[config.mk]
export PLATFORM = sky130hd
export DESIGN_NAME = mips_multicycle_controller_flat
export DESIGN_NICKNAME = d
export VERILOG_FILES = /design/src/rtl/mips_multicycle_controller_if.sv /design/src/rtl/mips_multicycle_controller.sv /design/src/flat_wrapper.sv
export SDC_FILE = /design/constraint.sdc
export NUM_CORES = 1
export LEC_CHECK = 0
export CELL_PAD_IN_SITES_DETAIL_PLACEMENT = 1
export CELL_PAD_IN_SITES_GLOBAL_PLACEMENT = 2
export CORE_ASPECT_RATIO = 0.8
export CORE_MARGIN = 3
export CORE_UTILIZATION = 15
export DETAILED_ROUTE_END_ITERATION = 7
export HOLD_SLACK_MARGIN = 0.03
export PLACE_DENSITY = 0.84
export SETUP_SLACK_MARGIN = 0.02
export SLEW_MARGIN = 15
export SYNTH_ARGS = -nofsm -noshare
export SYNTH_HDL_FRONTEND = slang
export SYNTH_SLANG_ARGS = --single-unit
[constraint.sdc]
create_clock -name clk -period 1.95 [get_ports clk]
set_input_delay 0.2925 -clock clk [delete_from_list [all_inputs] [get_ports clk]]
set_output_delay 0.2925 -clock clk [all_outputs]
set_load 0.02 [all_outputs]
[src/rtl/mips_multicycle_controller_if.sv]
// rtl/mips_multicycle_controller_if.sv - controller <-> datapath signal bundle
interface mips_multicycle_controller_if;
    logic [31:0] Instruction;
    logic        ZeroFlag;
    logic        PCWrite, PCWriteCond, IorD, MemWrite, MemRead, IRWrite;
    logic        RegDst, WriteRegSel, MemtoReg, WriteDataSel, RegWrite, ALUSrcA;
    logic [1:0]  ALUSrcB;
    logic [1:0]  PCSrc;
    logic [2:0]  ALUoperation;
    logic        InstrRetired;
    logic        IllegalOp;

    modport master (
        input  Instruction, ZeroFlag,
        output PCWrite, PCWriteCond, IorD, MemWrite, MemRead, IRWrite,
        output RegDst, WriteRegSel, MemtoReg, WriteDataSel, RegWrite, ALUSrcA,
        output ALUSrcB, PCSrc, ALUoperation, InstrRetired, IllegalOp
    );

    modport slave (
        output Instruction, ZeroFlag,
        input  PCWrite, PCWriteCond, IorD, MemWrite, MemRead, IRWrite,
        input  RegDst, WriteRegSel, MemtoReg, WriteDataSel, RegWrite, ALUSrcA,
        input  ALUSrcB, PCSrc, ALUoperation, InstrRetired, IllegalOp
    );
endinterface

[src/rtl/mips_multicycle_controller.sv]
// rtl/mips_multicycle_controller.sv - Moore FSM driving the multicycle MIPS datapath
module mips_multicycle_controller (
    input  logic                          clk,
    input  logic                          rst,
    mips_multicycle_controller_if.master  bus
);
    localparam logic [3:0] IDLE = 4'd0, FETCH = 4'd1, DECODE = 4'd2, MEMADR = 4'd3,
                           MEMRD = 4'd4, MEMWB = 4'd5, MEMWR = 4'd6, RTEXEC = 4'd7,
                           RTWB = 4'd8, IEXEC = 4'd9, IWB = 4'd10, BEQ = 4'd11,
                           JUMP = 4'd12, JAL = 4'd13, JR = 4'd14;

    localparam logic [5:0] OP_RTYPE = 6'b000000, OP_LW = 6'b100011, OP_SW = 6'b101011,
                           OP_ADDI = 6'b001000, OP_SLTI = 6'b001010, OP_BEQ = 6'b000100,
                           OP_J = 6'b000010, OP_JAL = 6'b000011;

    localparam logic [5:0] FN_JR = 6'b001000, FN_ADD = 6'b100000, FN_SUB = 6'b100010,
                           FN_AND = 6'b100100, FN_OR = 6'b100101, FN_SLT = 6'b101010;

    logic [3:0] state, next_state;
    logic [5:0] op, funct;
    logic       illegal_decode;
    logic       illegal_q;
    logic       unused_ok;

    assign op     = bus.Instruction[31:26];
    assign funct  = bus.Instruction[5:0];
    // ZeroFlag gates the PC load inside the datapath; the FSM never looks at it.
    assign unused_ok = &{1'b0, bus.ZeroFlag, bus.Instruction[25:6]};

    always_comb begin
        next_state     = FETCH;
        illegal_decode = 1'b0;
        case (state)
            IDLE:   next_state = FETCH;
            FETCH:  next_state = DECODE;
            DECODE: begin
                case (op)
                    OP_LW, OP_SW:     next_state = MEMADR;
                    OP_ADDI, OP_SLTI: next_state = IEXEC;
                    OP_BEQ:           next_state = BEQ;
                    OP_J:             next_state = JUMP;
                    OP_JAL:           next_state = JAL;
                    OP_RTYPE: begin
                        case (funct)
                            FN_JR:                                     next_state = JR;
                            FN_ADD, FN_SUB, FN_AND, FN_OR, FN_SLT:     next_state = RTEXEC;
                            default:                                   illegal_decode = 1'b1;
                        endcase
                    end
                    default:          illegal_decode = 1'b1;
                endcase
            end
            MEMADR: next_state = (op == OP_LW) ? MEMRD : MEMWR;
            MEMRD:  next_state = MEMWB;
            RTEXEC: next_state = RTWB;
            IEXEC:  next_state = IWB;
            default: next_state = FETCH;
        endcase
    end

    always_ff @(posedge clk) begin
        if (!rst) begin
            state     <= IDLE;
            illegal_q <= 1'b0;
        end else begin
            state <= next_state;
            if (illegal_decode)
                illegal_q <= 1'b1;
        end
    end

    assign bus.IllegalOp = illegal_q;

    always_comb begin
        bus.PCWrite      = 1'b0;
        bus.PCWriteCond  = 1'b0;
        bus.IorD         = 1'b0;
        bus.MemWrite     = 1'b0;
        bus.MemRead      = 1'b0;
        bus.IRWrite      = 1'b0;
        bus.RegDst       = 1'b0;
        bus.WriteRegSel  = 1'b0;
        bus.MemtoReg     = 1'b0;
        bus.WriteDataSel = 1'b0;
        bus.RegWrite     = 1'b0;
        bus.ALUSrcA      = 1'b0;
        bus.ALUSrcB      = 2'b00;
        bus.PCSrc        = 2'b00;
        bus.ALUoperation = 3'b010;
        bus.InstrRetired = 1'b0;
        case (state)
            IDLE:   bus.ALUoperation = 3'b000;
            FETCH: begin
                bus.MemRead = 1'b1;
                bus.IRWrite = 1'b1;
                bus.ALUSrcB = 2'b01;
                bus.PCWrite = 1'b1;
            end
            DECODE: bus.ALUSrcB = 2'b11;
            MEMADR: begin
                bus.ALUSrcA = 1'b1;
                bus.ALUSrcB = 2'b10;
            end
            MEMRD: begin
                bus.IorD    = 1'b1;
                bus.MemRead = 1'b1;
            end
            MEMWB: begin
                bus.MemtoReg     = 1'b1;
                bus.RegWrite     = 1'b1;
                bus.InstrRetired = 1'b1;
            end
            MEMWR: begin
                bus.IorD         = 1'b1;
                bus.MemWrite     = 1'b1;
                bus.InstrRetired = 1'b1;
            end
            RTEXEC: begin
                bus.ALUSrcA = 1'b1;
                case (funct)
                    FN_SUB:  bus.ALUoperation = 3'b110;
                    FN_AND:  bus.ALUoperation = 3'b000;
                    FN_OR:   bus.ALUoperation = 3'b001;
                    FN_SLT:  bus.ALUoperation = 3'b111;
                    default: bus.ALUoperation = 3'b010;
                endcase
            end
            RTWB: begin
                bus.RegDst       = 1'b1;
                bus.RegWrite     = 1'b1;
                bus.InstrRetired = 1'b1;
            end
            IEXEC: begin
                bus.ALUSrcA      = 1'b1;
                bus.ALUSrcB      = 2'b10;
                bus.ALUoperation = (op == OP_SLTI) ? 3'b111 : 3'b010;
            end
            IWB: begin
                bus.RegWrite     = 1'b1;
                bus.InstrRetired = 1'b1;
            end
            BEQ: begin
                bus.ALUSrcA      = 1'b1;
                bus.ALUoperation = 3'b110;
                bus.PCWriteCond  = 1'b1;
                bus.PCSrc        = 2'b10;
                bus.InstrRetired = 1'b1;
            end
            JUMP: begin
                bus.PCSrc        = 2'b01;
                bus.PCWrite      = 1'b1;
                bus.InstrRetired = 1'b1;
            end
            JAL: begin
                // Link write of PC+4 to $31 lands on the same edge as the PC update.
                bus.PCSrc        = 2'b01;
                bus.PCWrite      = 1'b1;
                bus.WriteRegSel  = 1'b1;
                bus.WriteDataSel = 1'b1;
                bus.RegWrite     = 1'b1;
                bus.InstrRetired = 1'b1;
            end
            JR: begin
                bus.PCSrc        = 2'b11;
                bus.PCWrite      = 1'b1;
                bus.InstrRetired = 1'b1;
            end
            default: bus.ALUoperation = 3'b000;
        endcase
    end
endmodule

[src/flat_wrapper.sv]
// flat-port wrapper written by rule: the top's interface ports become plain ports
module mips_multicycle_controller_flat 
  (clk, rst, bus_Instruction, bus_ZeroFlag, bus_PCWrite, bus_PCWriteCond, bus_IorD, bus_MemWrite, bus_MemRead, bus_IRWrite, bus_RegDst, bus_WriteRegSel, bus_MemtoReg, bus_WriteDataSel, bus_RegWrite, bus_ALUSrcA, bus_ALUSrcB, bus_PCSrc, bus_ALUoperation, bus_InstrRetired, bus_IllegalOp);
  mips_multicycle_controller_if bus_i ();
  input  logic clk;
  input  logic rst;
  input wire logic [$bits(bus_i.Instruction)-1:0] bus_Instruction;
  input wire logic [$bits(bus_i.ZeroFlag)-1:0] bus_ZeroFlag;
  output wire logic [$bits(bus_i.PCWrite)-1:0] bus_PCWrite;
  output wire logic [$bits(bus_i.PCWriteCond)-1:0] bus_PCWriteCond;
  output wire logic [$bits(bus_i.IorD)-1:0] bus_IorD;
  output wire logic [$bits(bus_i.MemWrite)-1:0] bus_MemWrite;
  output wire logic [$bits(bus_i.MemRead)-1:0] bus_MemRead;
  output wire logic [$bits(bus_i.IRWrite)-1:0] bus_IRWrite;
  output wire logic [$bits(bus_i.RegDst)-1:0] bus_RegDst;
  output wire logic [$bits(bus_i.WriteRegSel)-1:0] bus_WriteRegSel;
  output wire logic [$bits(bus_i.MemtoReg)-1:0] bus_MemtoReg;
  output wire logic [$bits(bus_i.WriteDataSel)-1:0] bus_WriteDataSel;
  output wire logic [$bits(bus_i.RegWrite)-1:0] bus_RegWrite;
  output wire logic [$bits(bus_i.ALUSrcA)-1:0] bus_ALUSrcA;
  output wire logic [$bits(bus_i.ALUSrcB)-1:0] bus_ALUSrcB;
  output wire logic [$bits(bus_i.PCSrc)-1:0] bus_PCSrc;
  output wire logic [$bits(bus_i.ALUoperation)-1:0] bus_ALUoperation;
  output wire logic [$bits(bus_i.InstrRetired)-1:0] bus_InstrRetired;
  output wire logic [$bits(bus_i.IllegalOp)-1:0] bus_IllegalOp;
  assign bus_i.Instruction = bus_Instruction;
  assign bus_i.ZeroFlag = bus_ZeroFlag;
  assign bus_PCWrite = bus_i.PCWrite;
  assign bus_PCWriteCond = bus_i.PCWriteCond;
  assign bus_IorD = bus_i.IorD;
  assign bus_MemWrite = bus_i.MemWrite;
  assign bus_MemRead = bus_i.MemRead;
  assign bus_IRWrite = bus_i.IRWrite;
  assign bus_RegDst = bus_i.RegDst;
  assign bus_WriteRegSel = bus_i.WriteRegSel;
  assign bus_MemtoReg = bus_i.MemtoReg;
  assign bus_WriteDataSel = bus_i.WriteDataSel;
  assign bus_RegWrite = bus_i.RegWrite;
  assign bus_ALUSrcA = bus_i.ALUSrcA;
  assign bus_ALUSrcB = bus_i.ALUSrcB;
  assign bus_PCSrc = bus_i.PCSrc;
  assign bus_ALUoperation = bus_i.ALUoperation;
  assign bus_InstrRetired = bus_i.InstrRetired;
  assign bus_IllegalOp = bus_i.IllegalOp;
  mips_multicycle_controller u_core (.clk(clk), .rst(rst), .bus(bus_i));
endmodule
==> impl_summary.txt <==
----------------------------------------------------
[Critical path]
  Start point of the critical path ... bus_Instruction[27]
  Kind of start point of the critical path ... input pin
  Endpoint required time on the critical path ... 2.06 ns
  Critical path buffers and inverters ... 1
  Reg2Reg Setup Slack ... 0.18 ns
  Critical path fanouts, max ... 5
  CP max stage delay ... 0.56 ns
  Worst r2r src ... u_core.state[3]
  Worst-path cell with the longest stage delay ... or4_4
  Worst path cell trace ... clkdlybuf4s50_1 -> or4_4 -> a211oi_2 -> o211ai_1 -> a32o_1
  Type of the worst setup path ... in -> reg
  Critical Path Stages ... 5
  R2R Path End ... u_core.bus.IllegalOp
  CP arrival ... 1.95 ns
  Cell count of the worst reg-to-reg path ... 5
  Cell class contributing the biggest share of worst-path delay ... compound AO/OA/AOI/OAI gates
  Kind of capture point of the worst setup path ... register

[Timing]
  Maximum frequency from static timing analysis ... 0.5428 GHz
  Unrepaired setup endpoints after global routing ... false
  Final setup violating endpoints ... 0
  Transition time of the tightest slew-check pin ... 0.3211 ns
  Min Clock Period, post-route ... 1.842 ns
  Count of final max-slew check failures ... 0
  Worst hold slack ... 0.4861 ns
  Relative slew slack ... 78.30%
  Setup Skew ... 0.002714 ns
  Final worst-path cycle share ... 94.48%
  Final hold viol count ... 0

[Power]
  Switching power share of the total ... 34.14%
  Power density relative to cell area ... 417.4 nW/um2
  Relative contribution of the clock network to total power ... 35.1%
  Leak pwr ... 0.6007 nW
  Largest voltage drop on the vdd net ... 0.1358 mV
  Sequential power share ... 20.5%
  Net Sw Power ... 191.1 uW
  Portion of total power attributed to combinational logic ... 44.4%
  Internal power component ... 368.8 uW

[Floorplan]
  Number of top-level design ports ... 56
  Floorplan die width ... 83.16 um
  Starting density of the core ... 16.28%
  Full die area ... 5632 um2
  Standard-cell rows ... 21
  Area of the core ... 4388 um2
  Vertical die dimension ... 67.73 um

[Cells and area]
  Leading cell type in the layout, fill and taps excluded ... buf_4
  Final #Nets ... 204
  Final Instance Area ... 1341 um2
  Fin cells ... 225
  Layout-stage area growth over the synthesis result ... 87.74%
  Commonest non-fill, non-tap cells in the layout ... 29 x buf_4, 17 x nor2_1, 14 x dlygate4sd2_1, 10 x clkdlybuf4s50_1, 8 x nand2_1
  Layout cells sized above 1 ... 30.36%
  Antenna diode count ... 0

[Clock tree]
  Clock tree from TritonCTS ... yes
  Clk slew on worst S/H paths ... 0.03 ns
  Clock Sink Count ... 5
  Cts hold-fix bufs ... 0
  Total CTS buffers ... 3
  Largest buffer count on any clock path ... 2
  CTS H-tree depth ... 1
  Number of buffers inserted to repair setup after CTS ... 0
  Clock latency of the later-clocked register in the worst-skew pair ... 0.23 ns
  Clock root buffer ... clkbuf_8

[Detailed routing]
  Total met2 wirelength after detailed routing ... 1546 um
  Antenna Violating Nets Remaining ... 0
  Top metal layer carrying routed signals ... met4
  Wire length after detailed routing ... 3268 um
  Met1 routed wirelength after detailed routing ... 1548 um
  Number of vias after detailed routing ... 1,057
  Remaining routing DRC violations ... 0
  Met3 layer wire length in the routed design ... 108 um
  Routed wire per std cell ... 14.52 um
  Violation count after the first detailed-route iteration ... 41
  TritonRoute pass-1 iters ... 4
  Number of vias per cell after detailed routing ... 4.698

[Yosys]
  Number of storage elements in the synthesis netlist ... 5
  Number of different library cells in the post-synthesis netlist ... 47
  Avg Synthesized Cell Area ... 6.615 um2
  Post-synthesis net count ... 143
  Portion of the post-synthesis area used by sequential elements ... 14.01%
  Largest family of logic cells by synthesized area ... simple AND/OR/NAND/NOR gates
  EDFF count, synth ... 0
  Share of synthesized cell area in full adder, half adder and majority cells ... 0%
  XOR/XNOR Fraction of Synth Area ... 0%
  Total of warnings raised by yosys ... 0
  Cell Area, Synth ... 714.4 um2
  Mux share of post-synthesis cell area ... 2.977%
  Basic-gate share of the synthesized area counting and, or, nand and nor cells ... 42.91%
  Fraction of registers with async set/reset ... 0%
  Main flop type after synthesis ... dfxtp_1
  Area fraction in compound gates after synthesis ... 32.75%
  Post-synthesis cell count ... 108

[GRT]
  Pin count of the biggest net entering global routing ... 18
  Global router's overall resource usage ... 11.93%
  First-pass GRT wire length ... 5395 um
  Antenna violations before repair ... 0
  Remaining Overflow, GRT ... 0
  Via count of the first global-routing pass ... 1,210

[Placed design]
  Number of cells in the design after placement ... 221
  HPWL after DPL ... 2632 um
  Post-detailed-placement cell area ... 1306 um2
  IO Port Bufs ... 34
  Last weighted congestion value of the routability-driven placer ... 0.7917

[Job]
  Total of max-cap violations ... 0

[Worst hold path]
  Path class of the lowest-slack min-delay path ... reg -> reg
  Number of instances on the worst hold path ... 1
  Hold path start ... u_core.bus.IllegalOp
  Sink of the worst hold path ... u_core.bus.IllegalOp

[Run status]
  Result of the run ... finished clean

----------------------------------------------------
[repair_timing]
item | in CTS | in global routing
endpoints found under the hold margin | 0 | 0
setup endpoints to repair | 22 | 12
gates cloned | 0 | 0
pin swaps | 2 | 4
gates resized for setup | 27 | 17
[cell usage after synthesis, types with 3 or more instances]
library cell,instances,area (um2)
nor2_1,17,63.81
nand2_1,8,30.03
a31oi_1,3,18.77
nor3_1,5,25.02
dfxtp_1,5,100.1
o21ai_1,3,15.01
clkbuf_1,5,18.77
nand2b_1,6,37.54
a21oi_1,5,25.02
nand3_1,4,20.02
inv_1,3,11.26
o21ai_0,4,20.02
[flip-flops by register name, indices dropped and copies added, names as in the netlist]
name                  count
u_core.state              4
u_core.bus.IllegalOp      1
[power by group through the flow]
stage / registers [mW] / clock network (mW) / logic, mW
after floorplan: 0.118 / 0 / 0.112
after CTS: 0.115 / 0.205 / 0.249
after global placement: 0.116 / 0 / 0.254
after global routing: 0.116 / 0.214 / 0.272
after detailed placement: 0.116 / 0 / 0.262
final: 0.115 / 0.197 / 0.249
[layer usage]
metal	GRT usage (%)	vias to the layer above
met3	2.805	7
met4	6.735	0
li1	-	522
met2	21.70	24
met5	0	-
met1	13.04	504
[per-stage QoR]
stage / util [%] / power [mW] / TNS, ns / worst slack, ns
CTS: 30.57 / 0.5687 / 0 / 0.004530
finish: 30.57 / 0.5599 / 0 / 0.1076
floorplan: - / 0.2298 / 0 / 0.2903
detailed placement: 29.77 / 0.3775 / -1.846 / -0.3949
global placement: 29.77 / 0.3695 / -1.410 / -0.3243
global route: 30.57 / 0.6022 / 0 / 0.02212
[area by class of cell]
cell class                 instances  area, um2
inverter                           4      15.01
fill                             542       3047
tap                               57      71.32
timing repair buffer              63      523.0
clock buffer                       4      45.04
multi-input combinational         92      585.6
sequential                         5      101.3
[worst max path at each step]
stage	end	slack, ns
floorplan	bus_PCWrite	0.29
global placement	bus_ALUoperation[2]	-0.32
detailed placement	bus_ALUoperation[2]	-0.39
CTS	bus_ALUoperation[2]	0.005
global route	bus_ALUSrcB[1]	0.02
finish	u_core.bus.IllegalOp	0.11
[cells by family (layout without fill, tap and decap cells)]
family          after synthesis  after routing
simple gates                 57             57
mux                           2              2
buf+inv                      11             71
flops                         5              5
compound gates               33             33
No activity file was read; power rests on OpenSTA's default activity.
==> patch, RTL diff (same flow settings) <==
Reset style: asynchronous (`rst`), changed in one clocked block.
--- a/src/rtl/mips_multicycle_controller.sv
+++ b/src/rtl/mips_multicycle_controller.sv
@@ -58,7 +58,7 @@
         endcase
     end
 
-    always_ff @(posedge clk) begin
+    always_ff @(posedge clk or negedge rst) begin
         if (!rst) begin
             state     <= IDLE;
             illegal_q <= 1'b0;
Function: differs if rst is asserted again (counterexample within 4 cycles, from zero or initial values and one cycle with rst low); with rst held inactive, the same outputs for 10 cycles.
==> patch against the unedited design <==
Critical path depth grew 1. Register-to-register slack gained 0.10 ns. Clock skew grew 0.0018 ns. Cell area grew 5.5%. Synthesized area grew 4.6%. Die area grew 4.2%. First-iteration DRC count shrank 9.8%. Worst setup slack lost 0.034 ns. Cell count grew 0.89%. Routed wire length shrank 2.1%. Maximum frequency shrank 1.8%. Sequential cell count is the same.
Power is not compared: it rests on default switching activity, and its combinational part moved more than twofold at a synthesized area within 25%.
==> patch: results (changes against the unedited design) <==
* Status: completed (unchanged)
* WL final at 3200 um (was 3270 um)
* GPL Wtd Cong at 0.748 (was 0.792)
* DR vias at 1056 (was 1057)
* Sequential area share after synthesis at 16.8% (was 14.0%)
* Layout cell share with drive strength beyond 1 at 29.3% (was 30.4%)
* Reg2Reg Setup Slack at 0.28 ns (was 0.18 ns)
* Fin nets at 203 (was 204)
* Synth cell types at 43 (was 47)
* Top post-synthesis cells by area: dfrtp_1 17%, nor2_1 9.0%, a21oi_1 5.4%, nand2b_1 5.0%, a31oi_1 4.2% (was dfxtp_1 14%, nor2_1 8.9%, nand2b_1 5.3%, nand2_1 4.2%, a21oi_1 3.5%)
* Clock skew at 0.00453 ns (was 0.00271 ns)
* Inst Count DP at 222 (was 221)
* Placed inst area at 1350 um2 (was 1310 um2)
* WHS at 0.284 ns (was 0.486 ns)
* Proportion of synthesized area in mux cells at 4.02% (was 2.98%)
* Met2 WL at 1550 um (about the same)
* Post-synth ARST share at 100% (was 0%)
* GR Util met1 at 13.4% (was 13.0%)
* Slew HR at 74.6% (was 78.3%)
* GRT Overall Usage at 10.8% (was 11.9%)
* Metal3 WL at 175 um (was 108 um)
* RR Startpoint: u_core.state[0] (was u_core.state[3])
* Primary FF master, synth: dfrtp_1 (was dfxtp_1)
* Routed length on met1 at 1430 um (was 1550 um)
* Post-CTS Resized at 31 (was 27)
* Post-synth top cells: 18 x nor2_1, 8 x a21oi_1, 6 x nand2_1, 6 x nand2b_1 (was 17 x nor2_1, 8 x nand2_1, 6 x nand2b_1)
* CP Data Arrival Time at 1.58 ns (was 1.95 ns)
* DP HPWL at 2470 um (was 2630 um)
## patch: changes by cell type in the layout (fill, tap and decap cells not counted), moves of 3 or more
cell / before / now
a21oi_1: 5 / 8
dfrtp_1: 0 / 4
dfxtp_1: 4 / 0
nand3_1: 4 / 1
## patch: per-stage QoR
step / TNS, ns / util [%] / worst slack [ns]
6_report: 0 / 30.1 / 0.0735
5_1_grt: 0 / 30.1 / 0.0112
4_1_cts: -0.116 / 29.2 / -0.116
3_5_place_dp: -1.93 / 28.6 / -0.435
3_3_place_gp: -1.87 / 28.6 / -0.459
2_1_floorplan: 0 / - / 0.258
## patch: worst max-delay path, stage by stage
cell,delay [ns]
clkdlybuf4s50_1,0.45
buf_4,0.17
nor4bb_2,0.28
a31oi_1,0.08
o21ai_1,0.14
buf_4,0.16
## patch: area by class of cell
class	instances	area [um2]
inverters	3	11.3
clock buffers	4	45.0
repair buffers	63	547
multi-input cells	92	611
flip-flops and latches	5	126
fillers	564	3290
well taps	60	75.1
